===== src/rtl/mkio_pkg.sv =====
// rtl/mkio_pkg.sv - shared MKIO state encoding, field positions and word helpers
package mkio_pkg;

  typedef enum logic [2:0] {
    ST_IDLE,
    ST_DECODE,
    ST_DISPATCH,
    ST_RUN,
    ST_OWN_RESP,
    ST_DONE
  } state_t;

  localparam logic [4:0] BROADCAST_ADDR = 5'd31;
  localparam logic [4:0] MODE_SA_LO     = 5'd0;
  localparam logic [4:0] MODE_SA_HI     = 5'd31;

  localparam int ADDR_MSB = 15;
  localparam int ADDR_LSB = 11;
  localparam int TR_BIT   = 10;
  localparam int SA_MSB   = 9;
  localparam int SA_LSB   = 5;
  localparam int CNT_MSB  = 4;
  localparam int CNT_LSB  = 0;

  localparam int MSG_ERR  = 10;

  function automatic logic [4:0] cmd_addr(input logic [15:0] w);
    return w[ADDR_MSB:ADDR_LSB];
  endfunction

  function automatic logic [4:0] cmd_sa(input logic [15:0] w);
    return w[SA_MSB:SA_LSB];
  endfunction

  function automatic logic [15:0] status_word(input logic [4:0] addr, input logic msg_err);
    logic [15:0] s;
    s               = '0;
    s[15:11]        = addr;
    s[MSG_ERR]      = msg_err;
    return s;
  endfunction

endpackage


===== src/rtl/mkio_tx_mux.sv =====
// rtl/mkio_tx_mux.sv - registered NUM_DEV:1 selector of device tx words
// Outputs clear whenever en is low so they can be OR-merged with other sources.
module mkio_tx_mux #(
  parameter int NUM_DEV = 4
) (
  input  logic                   clk,
  input  logic                   reset,
  input  logic                   en,
  input  logic                   bcast,
  input  logic [4:0]             sel,
  input  logic [16*NUM_DEV-1:0]  dev_tx_data,
  input  logic [NUM_DEV-1:0]     dev_tx_cd,
  input  logic [NUM_DEV-1:0]     dev_tx_ready,
  output logic [15:0]            tx_data,
  output logic                   tx_cd,
  output logic                   tx_ready
);

  logic [15:0] pick_data;
  logic        pick_cd;
  logic        pick_ready;

  always_comb begin
    pick_data  = '0;
    pick_cd    = 1'b0;
    pick_ready = 1'b0;
    for (int k = 0; k < NUM_DEV; k++) begin
      if (sel == 5'(k)) begin
        pick_data  = dev_tx_data[16*k +: 16];
        pick_cd    = dev_tx_cd[k];
        pick_ready = dev_tx_ready[k];
      end
    end
  end

  always_ff @(posedge clk or negedge reset) begin
    if (!reset) begin
      tx_data  <= '0;
      tx_cd    <= 1'b0;
      tx_ready <= 1'b0;
    end else if (en) begin
      tx_data  <= pick_data;
      tx_cd    <= pick_cd;
      tx_ready <= pick_ready & ~bcast;
    end else begin
      tx_data  <= '0;
      tx_cd    <= 1'b0;
      tx_ready <= 1'b0;
    end
  end

endmodule


===== src/rtl/mkio_rt_ctrl.sv =====
// rtl/mkio_rt_ctrl.sv - MKIO remote-terminal command sequencer
// Decodes command words, starts subaddress devices and owns the encoder tx path.
module mkio_rt_ctrl
  import mkio_pkg::*;
#(
  parameter logic [4:0] RT_ADDRESS   = 5'd1,
  parameter int         NUM_DEV      = 4,
  parameter logic [7:0] RESP_TIMEOUT = 8'd200
) (
  input  logic                   clk,
  input  logic                   reset,
  input  logic [15:0]            rx_data,
  input  logic                   rx_cd,
  input  logic                   rx_valid,
  input  logic                   p_error,
  input  logic                   tx_busy,
  input  logic [NUM_DEV-1:0]     dev_busy,
  input  logic [16*NUM_DEV-1:0]  dev_tx_data,
  input  logic [NUM_DEV-1:0]     dev_tx_cd,
  input  logic [NUM_DEV-1:0]     dev_tx_ready,
  output logic [NUM_DEV-1:0]     dev_start,
  output logic [15:0]            cmd_word,
  output logic [15:0]            tx_data,
  output logic                   tx_cd,
  output logic                   tx_ready,
  output logic                   busy,
  output logic                   err_timeout,
  output logic [7:0]             err_count
);

  state_t              state;
  logic                pe_q;
  logic                bcast;
  logic                msg_err;
  logic                seen;
  logic [4:0]          sel;
  logic [7:0]          timer;
  logic [15:0]         own_data;
  logic                own_ready;
  logic [15:0]         mux_data;
  logic                mux_cd;
  logic                mux_ready;

  logic [4:0]          addr;
  logic [4:0]          sa;
  logic                new_cmd;
  logic                busy_sel;
  logic                timed_out;
  logic                run_exit;
  logic                mux_en;
  logic [NUM_DEV-1:0]  start_vec;
  logic [7:0]          err_next;

  assign addr      = cmd_addr(cmd_word);
  assign sa        = cmd_sa(cmd_word);
  assign new_cmd   = rx_valid & rx_cd;
  assign timed_out = ~seen & (timer == RESP_TIMEOUT - 8'd1);
  assign err_next  = (err_count == 8'hFF) ? err_count : err_count + 8'd1;

  always_comb begin
    busy_sel  = 1'b0;
    start_vec = '0;
    for (int k = 0; k < NUM_DEV; k++) begin
      if (sel == 5'(k)) busy_sel = dev_busy[k];
      start_vec[k] = (sa == 5'(k + 1));
    end
  end

  // The mux stops sampling on the edge that leaves RUN so DONE never shows a stale word.
  assign run_exit = new_cmd | (seen & ~busy_sel) | timed_out;
  assign mux_en   = (state == ST_RUN) & ~run_exit;

  mkio_tx_mux #(.NUM_DEV(NUM_DEV)) u_tx_mux (
    .clk          (clk),
    .reset        (reset),
    .en           (mux_en),
    .bcast        (bcast),
    .sel          (sel),
    .dev_tx_data  (dev_tx_data),
    .dev_tx_cd    (dev_tx_cd),
    .dev_tx_ready (dev_tx_ready),
    .tx_data      (mux_data),
    .tx_cd        (mux_cd),
    .tx_ready     (mux_ready)
  );

  assign tx_data  = mux_data | own_data;
  assign tx_cd    = mux_cd;
  assign tx_ready = mux_ready | own_ready;

  always_ff @(posedge clk or negedge reset) begin
    if (!reset) begin
      state       <= ST_IDLE;
      cmd_word    <= '0;
      pe_q        <= 1'b0;
      bcast       <= 1'b0;
      msg_err     <= 1'b0;
      seen        <= 1'b0;
      sel         <= '0;
      timer       <= '0;
      busy        <= 1'b0;
      dev_start   <= '0;
      err_timeout <= 1'b0;
      err_count   <= '0;
      own_data    <= '0;
      own_ready   <= 1'b0;
    end else begin
      dev_start   <= '0;
      err_timeout <= 1'b0;
      own_data    <= '0;
      own_ready   <= 1'b0;
      if (new_cmd && state inside {ST_DECODE, ST_DISPATCH, ST_RUN, ST_OWN_RESP}) begin
        cmd_word <= rx_data;
        pe_q     <= p_error;
        state    <= ST_DECODE;
      end else begin
        case (state)
          ST_IDLE: begin
            if (new_cmd) begin
              cmd_word <= rx_data;
              pe_q     <= p_error;
              busy     <= 1'b1;
              state    <= ST_DECODE;
            end
          end
          ST_DECODE: begin
            bcast <= (addr == BROADCAST_ADDR);
            if (pe_q) begin
              err_count <= err_next;
              state     <= ST_DONE;
            end else if (addr != RT_ADDRESS && addr != BROADCAST_ADDR) begin
              state <= ST_DONE;
            end else if (sa == MODE_SA_LO || sa == MODE_SA_HI) begin
              msg_err <= 1'b0;
              state   <= ST_OWN_RESP;
            end else if (int'(sa) <= NUM_DEV) begin
              sel       <= sa - 5'd1;
              dev_start <= start_vec;
              state     <= ST_DISPATCH;
            end else begin
              msg_err   <= 1'b1;
              err_count <= err_next;
              state     <= ST_OWN_RESP;
            end
          end
          ST_DISPATCH: begin
            timer <= '0;
            seen  <= 1'b0;
            state <= ST_RUN;
          end
          ST_RUN: begin
            if (busy_sel) seen <= 1'b1;
            if (seen && !busy_sel) begin
              state <= ST_DONE;
            end else if (timed_out) begin
              err_timeout <= 1'b1;
              state       <= ST_DONE;
            end else begin
              timer <= timer + 8'd1;
            end
          end
          ST_OWN_RESP: begin
            if (!tx_busy) begin
              own_data  <= status_word(RT_ADDRESS, msg_err);
              own_ready <= ~bcast;
              state     <= ST_DONE;
            end
          end
          ST_DONE: begin
            busy  <= 1'b0;
            state <= ST_IDLE;
          end
          default: state <= ST_IDLE;
        endcase
      end
    end
  end

endmodule


===== config.mk =====
export PLATFORM = sky130hd
export DESIGN_NAME = mkio_rt_ctrl
export DESIGN_NICKNAME = d
export VERILOG_FILES = /design/src/rtl/mkio_pkg.sv /design/src/rtl/mkio_tx_mux.sv /design/src/rtl/mkio_rt_ctrl.sv
export SDC_FILE = /design/constraint.sdc
export NUM_CORES = 1
export LEC_CHECK = 0
export ABC_AREA = 1
export CELL_PAD_IN_SITES_DETAIL_PLACEMENT = 1
export CELL_PAD_IN_SITES_GLOBAL_PLACEMENT = 1
export CORE_UTILIZATION = 34
export CTS_BUF_LIST = sky130_fd_sc_hd__clkbuf_16
export CTS_CLUSTER_SIZE = 30
export DETAILED_ROUTE_END_ITERATION = 6
export PLACE_DENSITY = 0.83
export SYNTH_ARGS = -nofsm -noshare
export SYNTH_HDL_FRONTEND = slang
export SYNTH_SLANG_ARGS = --single-unit

===== constraint.sdc =====
create_clock -name clk -period 3.3 [get_ports clk]
set_input_delay 0.33 -clock clk [delete_from_list [all_inputs] [get_ports clk]]
set_output_delay 0.33 -clock clk [all_outputs]
set_load 0.01 [all_outputs]

==> impl_results.md, run 1 <==
* Top area cells in the synthesized netlist: dfrtp_1 46%, nand2_1 12%, inv_1 6.8%
* Worst Path Buf+Inv at 1
* Per-cell routed wire length at 15.4 um
* Sink Count at between 70 and 80
* Root Buffer: clkbuf_16
* CTS tree: yes
* Layout Skew at 6.74 ps
* Die area at between 10,000 and 15,000 um^2
* DR vias at ~3,700
* Post-CTS Repair Setup Buffers at 0
* Startpoint Class: flop
* Final net count at 728
* Peak Freq at about 360 MHz
* Synth cell types at 36
* Detail Route met2 WL at 5640 um
* Post-synthesis sequential area ratio at between 40% and 50%
* Gate count of the mapped netlist at roughly 490
* Main synth FF type: dfrtp_1
* Die X at between 100 and 150 um
* Hpwl dp at 8990 um
* Critical Path Fanout Max at 21
* PwrDens at 671 nW/um^2
* Asr flop ratio synth at between 90% and 100%
* Core footprint at 10,900 um^2
* Metal3 WL at 1080 um
* Sequential power share at between 30% and 40%
* Slew @ Worst Pin at between 900 and 1000 ps
* Synth Cell Area at 3860 um^2
* Layout cell share with drive strength beyond 1 at 7.48%
* Max-slew violation count at 0
* Antenna violations before repair at 0
* Worst-skew pair later-pin latency at between 300 and 400 ps
* DR pass1 iterations at 4
* Largest net degree at the start of global routing at 46
* Final period utilization at 84.9%
* Arr. time, crit path at 3080 ps
* Tmin final at approximately 2800 ps
* Mean Syn Cell Area at between 7 and 8 um^2
* Post-cts gate resize count at 0
* Pleak at 2.70 nW
* Syn Nets at between 500 and 600
* Antenna diodes at 0
* Die Ht at roughly 110 um
* Fin. Hold Viols at 0
* Max incr delay on CP at ~570 ps
* Clock share of power at 25.0%
* Data required, critical path at 3570 ps
* CP delay by family, top: simple AND/OR/NAND/NOR gates
* Placer Congestion at 0.805
* Post-synth EDFFs at 0
* M1 WL at around 5000 um
* Vias in the first global route at 3,943
* Num CTS Buffers at 9
* Combinational share of power at 41.7%
* Ys Warns at 0
* Worst reg2reg startpoint: sel[3]
* Worst-path cell chain: nor2_2 -> nand3_1 -> clkinv_1 -> nand2_1 -> nand3_2 -> nand3_1 -> or2_1 -> nand2_1
* DRC errors left at 0
* Synth top cells by count: 123 x nand2_1, 71 x dfrtp_1, 70 x inv_1
* Port bufs at 145
* Total congestion overflow at 0
* WL final at 11,800 um
* Sw Pwr at 1.47 mW
* #FFs+latches synth at 71
* Maxcap violations at 0
* Slew HR at 34.5%
* Max VDD drop at 360 uV
* Layout area overhead at 46.2%
* Dominant cell by count in the synthesized netlist: nand2_1
* H-tree Lvls at 3
* Critical path's slowest cell: nand3_1
* Worst-path clk slew at 50 ps
* CTS Buffer Depth at 2
* Ports at between 100 and 150
* Biggest area consumer among synthesized cells: dfrtp_1
* Kind of critical path: flop to flop
* Switching share of power at 38.8%
* P_int at 2.32 mW
* Hold Buf Count CTS at 0
* Final setup vio count at 0
* # rows at 38
* Number of vias per cell at approximately 4.8
* First-pass GRT wire length at 19,100 um
* Share of the synthesized area in the top cell type at a little under half
* Initial drt markers at 133
* Status: complete, no violations
* Total track usage at a little over a fifth
* Hold WC Path Type: input pin to async pin
* Final Util at roughly 52%
* Critical Path Start: sel[3]
* Setup TNS at 0 ps
* Top Metal Used: met4
* Starting Density at 35.3%
* Kind of end point of the critical path: flop
* RSZ-0062 raised after global routing: false
* Detail Route Antenna Nets at 0
[layout make-up]
class | count | area (um^2)
clock inverter | 7 | 65.1
sequential | 71 | 1780
tap | 140 | 175
fill | 1321 | 5290
clock buffer | 9 | 225
timing repair buffer | 149 | 1480
multi-input combinational | 315 | 1640
inverter | 77 | 289
[per-stage QoR]
step / cells / power [mW] / area (um^2) / setup WS (ps) / hold slack, ps
after floorplan: 488 / 2.18 / 3860 / 1590 / 34.4
after global placement: 752 / 2.78 / 5350 / 635 / 460
after detailed placement: 752 / 2.85 / 5350 / 447 / 467
after CTS: 768 / 3.84 / 5640 / 466 / 191
after global routing: 768 / 4.05 / 5640 / 163 / 253
final: 768 / 3.79 / 5640 / 497 / 155
[sequential cells by signal (all words and copies together) (netlist names)]
signal             count
cmd_word              16
err_count              8
seen                   1
pe_q                   1
u_tx_mux.tx_data      16
sel                    5
u_tx_mux.tx_ready      1
dev_start              4
err_timeout            1
bcast                  1
own_ready              1
timer                  8
own_data               2
busy                   1
msg_err                1
state                  3
u_tx_mux.tx_cd         1
[power groups by stage]
stage / clock network (mW) / logic (mW) / registers [mW]
floorplan: 0 / 0.912 / 1.27
detailed placement: 0 / 1.58 / 1.27
global placement: 0 / 1.53 / 1.26
CTS: 0.973 / 1.60 / 1.26
global route: 1.00 / 1.76 / 1.29
finish: 0.946 / 1.58 / 1.26
[kinds of logic (layout without fill, tap and decap cells)]
kind of cell / Yosys count / in the layout / synth area share [%]
flip-flops: 71 / 71 / 46.0
AND/OR/NAND/NOR: 219 / 219 / 25.7
adder cells (fa/ha/maj): 7 / 7 / 2.27
AO/OA/AOI/OAI: 76 / 76 / 11.4
buffers and inverters: 102 / 242 / 11.7
XOR/XNOR: 13 / 13 / 2.95
[final timing paths]
| path | to | slack [ps] | cells past startpoint |
|---|---|---|---|
| worst max-delay path | timer[0] | 500 | 8 |
| worst min-delay path | u_tx_mux.tx_data[9] | 150 | 1 |
| worst max register to register | timer[0] | 500 | 8 |
| worst min register to register | cmd_word[4] | 480 | 2 |
| max in group asynchronous | cmd_word[4] | 2300 | 2 |
| min in group clk | cmd_word[4] | 480 | 2 |
[cells in the final DEF (no fill, tap or decap), types with 3 or more instances in the layout]
cell / count
clkdlybuf4s50_1: 144
nand2_1: 123
inv_1: 71
dfrtp_1: 71
nor2_1: 36
a21oi_1: 29
o22ai_1: 23
nand3_1: 20
o21ai_0: 16
nand4_1: 11
xor2_1: 10
clkbuf_16: 9
ha_1: 7
nor2_2: 6
nor3_1: 5
inv_2: 4
buf_4: 4
clkinv_1: 3
a31oi_1: 3
or2_2: 3
xnor2_1: 3
clkinv_2: 3
[layer usage]
layer,up-vias,track usage [%]
li1,1815,-
met1,1754,24.2
met2,140,37.3
met3,15,5.36
met4,0,7.14
met5,-,0
Note: power is estimated with default switching activity, not from simulation.
==> run 2: changes to the inputs <==
--- a/config.mk
+++ b/config.mk
@@ -8,11 +8,11 @@
 export ABC_AREA = 1
 export CELL_PAD_IN_SITES_DETAIL_PLACEMENT = 1
 export CELL_PAD_IN_SITES_GLOBAL_PLACEMENT = 1
-export CORE_UTILIZATION = 34
+export CORE_UTILIZATION = 31
 export CTS_BUF_LIST = sky130_fd_sc_hd__clkbuf_16
 export CTS_CLUSTER_SIZE = 30
 export DETAILED_ROUTE_END_ITERATION = 6
-export PLACE_DENSITY = 0.83
+export PLACE_DENSITY = 0.77
 export SYNTH_ARGS = -nofsm -noshare
 export SYNTH_HDL_FRONTEND = slang
 export SYNTH_SLANG_ARGS = --single-unit
==> constraint.sdc (replaced) <==
create_clock -name clk -period 2.74 [get_ports clk]
set_input_delay 0.274 -clock clk [delete_from_list [all_inputs] [get_ports clk]]
set_output_delay 0.274 -clock clk [all_outputs]
set_load 0.01 [all_outputs]
==> impl_results.md, run 2 (synthesis results as in run 1) <==
* Core footprint at 12,100 um^2
* Sink Count at 71
* DR vias at 3,710
* Arr. time, crit path at 2270 ps
* Vias in the first global route at 3,946
* Ports at about 150
* Number of vias per cell at 4.66
* Pleak at 2.72 nW
* Worst reg2reg startpoint: sel[0]
* Hpwl dp at 9020 um
* CTS Buffer Depth at 2
* Starting Density at 32.0%
* Top flop regs: cmd_word (16), u_tx_mux.tx_data (16)
* Antenna violations before repair at 0
* Die Ht at 114 um
* Status: complete, no violations
* Placer Congestion at 0.817
* Final net count at 728
* Die area at 12,900 um^2
* Critical Path Fanout Max at 19
* Final Util at 47.7%
* Max VDD drop at between 300 and 400 uV
* Port bufs at 145
* Kind of critical path: flop to flop
* Total track usage at 18.9%
* Post-CTS Repair Setup Buffers at 0
* Num CTS Buffers at 9
* CTS tree: yes
* Layout cell share with drive strength beyond 1 at 7.32%
* RSZ-0062 raised after global routing: false
* PwrDens at 842 nW/um^2
* Initial drt markers at 84
* Die X at 114 um
* Max-slew violation count at 0
* Largest net degree at the start of global routing at 72
* Setup TNS at 0 ps
* Critical Path Start: sel[0]
* Data required, critical path at 2970 ps
* Total congestion overflow at 0
* Root Buffer: clkbuf_16
* Maxcap violations at 0
* DR pass1 iterations at 4
* WL final at roughly 12,000 um
* Post-cts gate resize count at 0
* Commonest non-fill, non-tap cell in the layout: clkdlybuf4s50_1
* DRC errors left at 0
* Worst-skew pair later-pin latency at 340 ps
* Antenna diodes at 0
* H-tree Lvls at 3
* Startpoint Class: flop
* Final period utilization at 74.5%
* Hold WS at between 80 and 90 ps
* Final setup vio count at 0
* Hold Buf Count CTS at 0
* Kind of end point of the critical path: flop
* Hold WC Path Type: input pin to async pin
* # rows at 40
* Slew @ Worst Pin at 914 ps
* First-pass GRT wire length at roughly 19,000 um
* Peak Freq at 490 MHz
* Per-cell routed wire length at roughly 15 um
* Layout area overhead at 49.0%
* Tmin final at 2040 ps
* Detail Route Antenna Nets at 0
* Layout Skew at 4.90 ps
* Commonest non-fill, non-tap cells in the layout: 144 x clkdlybuf4s50_1, 123 x nand2_1, 71 x dfrtp_1, 70 x inv_1, 36 x nor2_1
* Fin. Hold Viols at 0
* Worst-path clk slew at around 60 ps
* Slew HR at 39.0%
-- run 2: worst paths after layout --
check	cells past startpoint	slack, ps	endpoint
worst max-delay path	10	700	timer[0]
worst min-delay path	1	80	u_tx_mux.tx_data[13]
worst max register to register	10	700	timer[0]
worst min register to register	2	480	own_data[10]
max in group asynchronous	1	2080	dev_start[0]
min in group clk	2	480	own_data[10]
-- run 2: report_power, final --
part	total, mW	switching (mW)	internal [mW]
clock network	1.43	0.456	0.975
registers	1.51	0.243	1.27
logic	1.90	1.07	0.826
-- run 2: layout make-up --
cell class              instances  area, um^2
inverters                      77         289
fillers                      1462        6310
well taps                     168         210
clock buffers                   9         225
multi-input cells             315        1640
repair buffers                149        1480
flip-flops and latches         71        1780
clock inverters                 7         135
-- run 2: worst max-delay path: stages, from the launching register on --
cell,delay (ps)
dfrtp_1,390
inv_1,60
nor2_1,50
nand3_1,100
clkinv_1,340
nand2_1,280
nand3_2,120
nand3_1,150
buf_4,260
or2_1,130
nand2_1,40
-- run 2: per-stage QoR --
stage / worst slack [ps] / total power, mW / instance area [um^2] / std cells
finish: 697 / 4.84 / 5750 / 796
global route: 473 / 5.17 / 5750 / 796
CTS: 687 / 4.90 / 5750 / 796
detailed placement: 569 / 3.44 / 5390 / 780
global placement: 632 / 3.38 / 5390 / 780
floorplan: 1030 / 2.62 / 3860 / 488
-- run 2: routing by layer --
metal  vias to the layer above  track usage [%]  part of all wire [%]
li1                       1809                -                     -
met1                      1750             22.0                    43
met2                       136             33.3                    48
met3                        15             5.31                   7.5
met4                         0             6.05                   1.3
met5                         -                0                     0
==> run 3: changes to the inputs <==
--- a/config.mk
+++ b/config.mk
@@ -8,11 +8,11 @@
 export ABC_AREA = 1
 export CELL_PAD_IN_SITES_DETAIL_PLACEMENT = 1
 export CELL_PAD_IN_SITES_GLOBAL_PLACEMENT = 1
-export CORE_UTILIZATION = 31
+export CORE_UTILIZATION = 28
 export CTS_BUF_LIST = sky130_fd_sc_hd__clkbuf_16
 export CTS_CLUSTER_SIZE = 30
 export DETAILED_ROUTE_END_ITERATION = 6
-export PLACE_DENSITY = 0.77
+export PLACE_DENSITY = 0.73
 export SYNTH_ARGS = -nofsm -noshare
 export SYNTH_HDL_FRONTEND = slang
 export SYNTH_SLANG_ARGS = --single-unit
==> constraint.sdc (replaced) <==
create_clock -name clk -period 1.7 [get_ports clk]
set_input_delay 0.17 -clock clk [delete_from_list [all_inputs] [get_ports clk]]
set_output_delay 0.17 -clock clk [all_outputs]
set_load 0.01 [all_outputs]
==> impl_results.md, run 3 (synthesis results as in run 1) <==
* Sequential power share at 30.4%
* CTS tree: yes
* Worst reg2reg startpoint: cmd_word[14]
* # rows at between 40 and 50
* Clock share of power at 22.4%
* Startpoint Class: flop
* Number of vias per cell at 4.61
* CP delay by family, top: buffers and inverters
* Hold Path Sink: cmd_word[2]
* Final setup vio count at 0
* Layout area overhead at 61.9%
* Hold Path Origin: rx_data[2]
* Critical Path Fanout Max at 1
* Reg2Reg Depth at 10
* Worst-path clk slew at 60 ps
* Total congestion overflow at 0
* Detail Route Antenna Nets at 0
* Status: complete, no violations
* Slew @ Worst Pin at a little over 400 ps
* Per-cell routed wire length at 15.3 um
* Antenna violations before repair at 0
* Hold WS at between 300 and 400 ps
* Slew HR at 72.5%
* Antenna diodes at 0
* Worst Path Buf+Inv at 1
* Die Ht at 119 um
* Largest net degree at the start of global routing at 72
* Maxcap violations at 0
* Layout cell share with drive strength beyond 1 at 17.0%
* P_int at 4.83 mW
* Ports at roughly 150
* Hold path depth at 3
* Starting Density at 28.9%
* Max-slew violation count at 0
* Peak Freq at 605 MHz
* Final period utilization at 97.2%
* Hold WC Path Type: input pin to flop
* Root Buffer: clkbuf_16
* Placed Area at 5640 um^2
* Top flop regs: cmd_word (16), u_tx_mux.tx_data (16)
* Combinational share of power at 47.2%
* Fin. Hold Viols at 0
* Pleak at 2.98 nW
* WL final at about 13,000 um
* Placer Congestion at 0.843
* Sw Pwr at 3.18 mW
* Max VDD drop at approximately 680 uV
* First-pass GRT wire length at 20,500 um
* Commonest non-fill, non-tap cells in the layout: 141 x clkdlybuf4s50_1, 119 x nand2_1, 71 x dfrtp_1, 66 x inv_1, 40 x buf_4
* H-tree Lvls at 3
* Final net count at 770
* Hpwl dp at 9470 um
* Initial drt markers at roughly 150
* Num CTS Buffers at 9
* Layout Skew at 6.41 ps
* Worst-path cell chain: or2_2 -> clkdlybuf4s50_1
* CTS Buffer Depth at 2
* Vias in the first global route at 4,219
* Die area at 14,300 um^2
* Sink Count at 71
* Fill count at 1,594
* Max incr delay on CP at about 500 ps
* Fin area at 6250 um^2
* Commonest non-fill, non-tap cell in the layout: clkdlybuf4s50_1
* Arr. time, crit path at 1480 ps
* Port bufs at 145
* Die X at 119 um
* Worst-skew pair later-pin latency at 340 ps
* Reg-to-Reg End: sel[3]
* Core footprint at about 13,000 um^2
* Switching share of power at 39.7%
* Tmin final at approximately 1700 ps
* Setup TNS at 0 ps
* Kind of critical path: flop to output pin
* Total track usage at 18.4%
* PwrDens at 1280 nW/um^2
* Reg2reg setup slack at 80 ps
* Kind of end point of the critical path: output pin
* Data required, critical path at 1530 ps
* DRC errors left at 0
* DR vias at 3,902
* Critical path's slowest cell: clkdlybuf4s50_1
* DR pass1 iterations at 4
-- run 3: per-stage QoR --
step	worst slack, ps	util (%)	total power [mW]	std cells
after floorplan	6.65	-	4.23	488
after global placement	28.1	42.2	5.75	813
after detailed placement	-45.6	42.2	5.86	813
after CTS	1.88	44.6	7.76	831
after global routing	-71.2	46.8	8.59	846
final	47.1	46.8	8.01	846
-- run 3: power groups by stage --
stage               clock, mW  combinational (mW)  sequential, mW
floorplan                   0                1.77            2.46
global placement            0                3.32            2.43
detailed placement          0                3.41            2.45
CTS                      1.85                3.46            2.45
global route             1.92                4.18            2.49
finish                   1.79                3.78            2.44
-- run 3: how the worst max path moves through the flow --
stage / start / to / slack [ps] / cells after the start
floorplan: cmd_word[6] / err_count[4] / 7 / 12
global placement: cmd_word[5] / err_count[4] / 30 / 12
detailed placement: cmd_word[5] / err_count[6] / -50 / 12
CTS: timer[1] / timer[7] / 2 / 9
global route: cmd_word[14] / sel[3] / -70 / 10
finish: own_data[11] / tx_data[11] / 50 / 2
-- run 3: layout make-up --
| cell class | instances | area (um^2) | share of cell area, % |
|---|---|---|---|
| clock inverter | 7 | 58.8 | 0.941 |
| timing repair buffer | 191 | 1890 | 30.2 |
| inverter | 77 | 289 | 4.62 |
| multi-input combinational | 315 | 1790 | 28.7 |
| tap | 176 | 220 | 3.52 |
| clock buffer | 9 | 225 | 3.60 |
| sequential | 71 | 1780 | 28.4 |
-- run 3: metal layers --
layer,global-route usage [%],up-vias,wire length [um]
li1,-,1903,-
met1,21.8,1850,5550
met2,32.0,133,6370
met3,4.69,16,832
met4,6.80,0,204
met5,0,-,0
-- run 3: timing repair --
action / CTS / global route
gates resized for setup: 4 / 34
setup buffers: 1 / 13
hold buffers: 1 / 0
pin swaps: 1 / 9
hold endpoints to repair: 71 / 0
cloned: 0 / 2
setup endpoints to repair: 10 / 41
-- run 3: worst min-delay path, cell delays in order --
cell and delay, ps:
clkdlybuf4s50_1 400, nand2_1 60, nand2_1 40
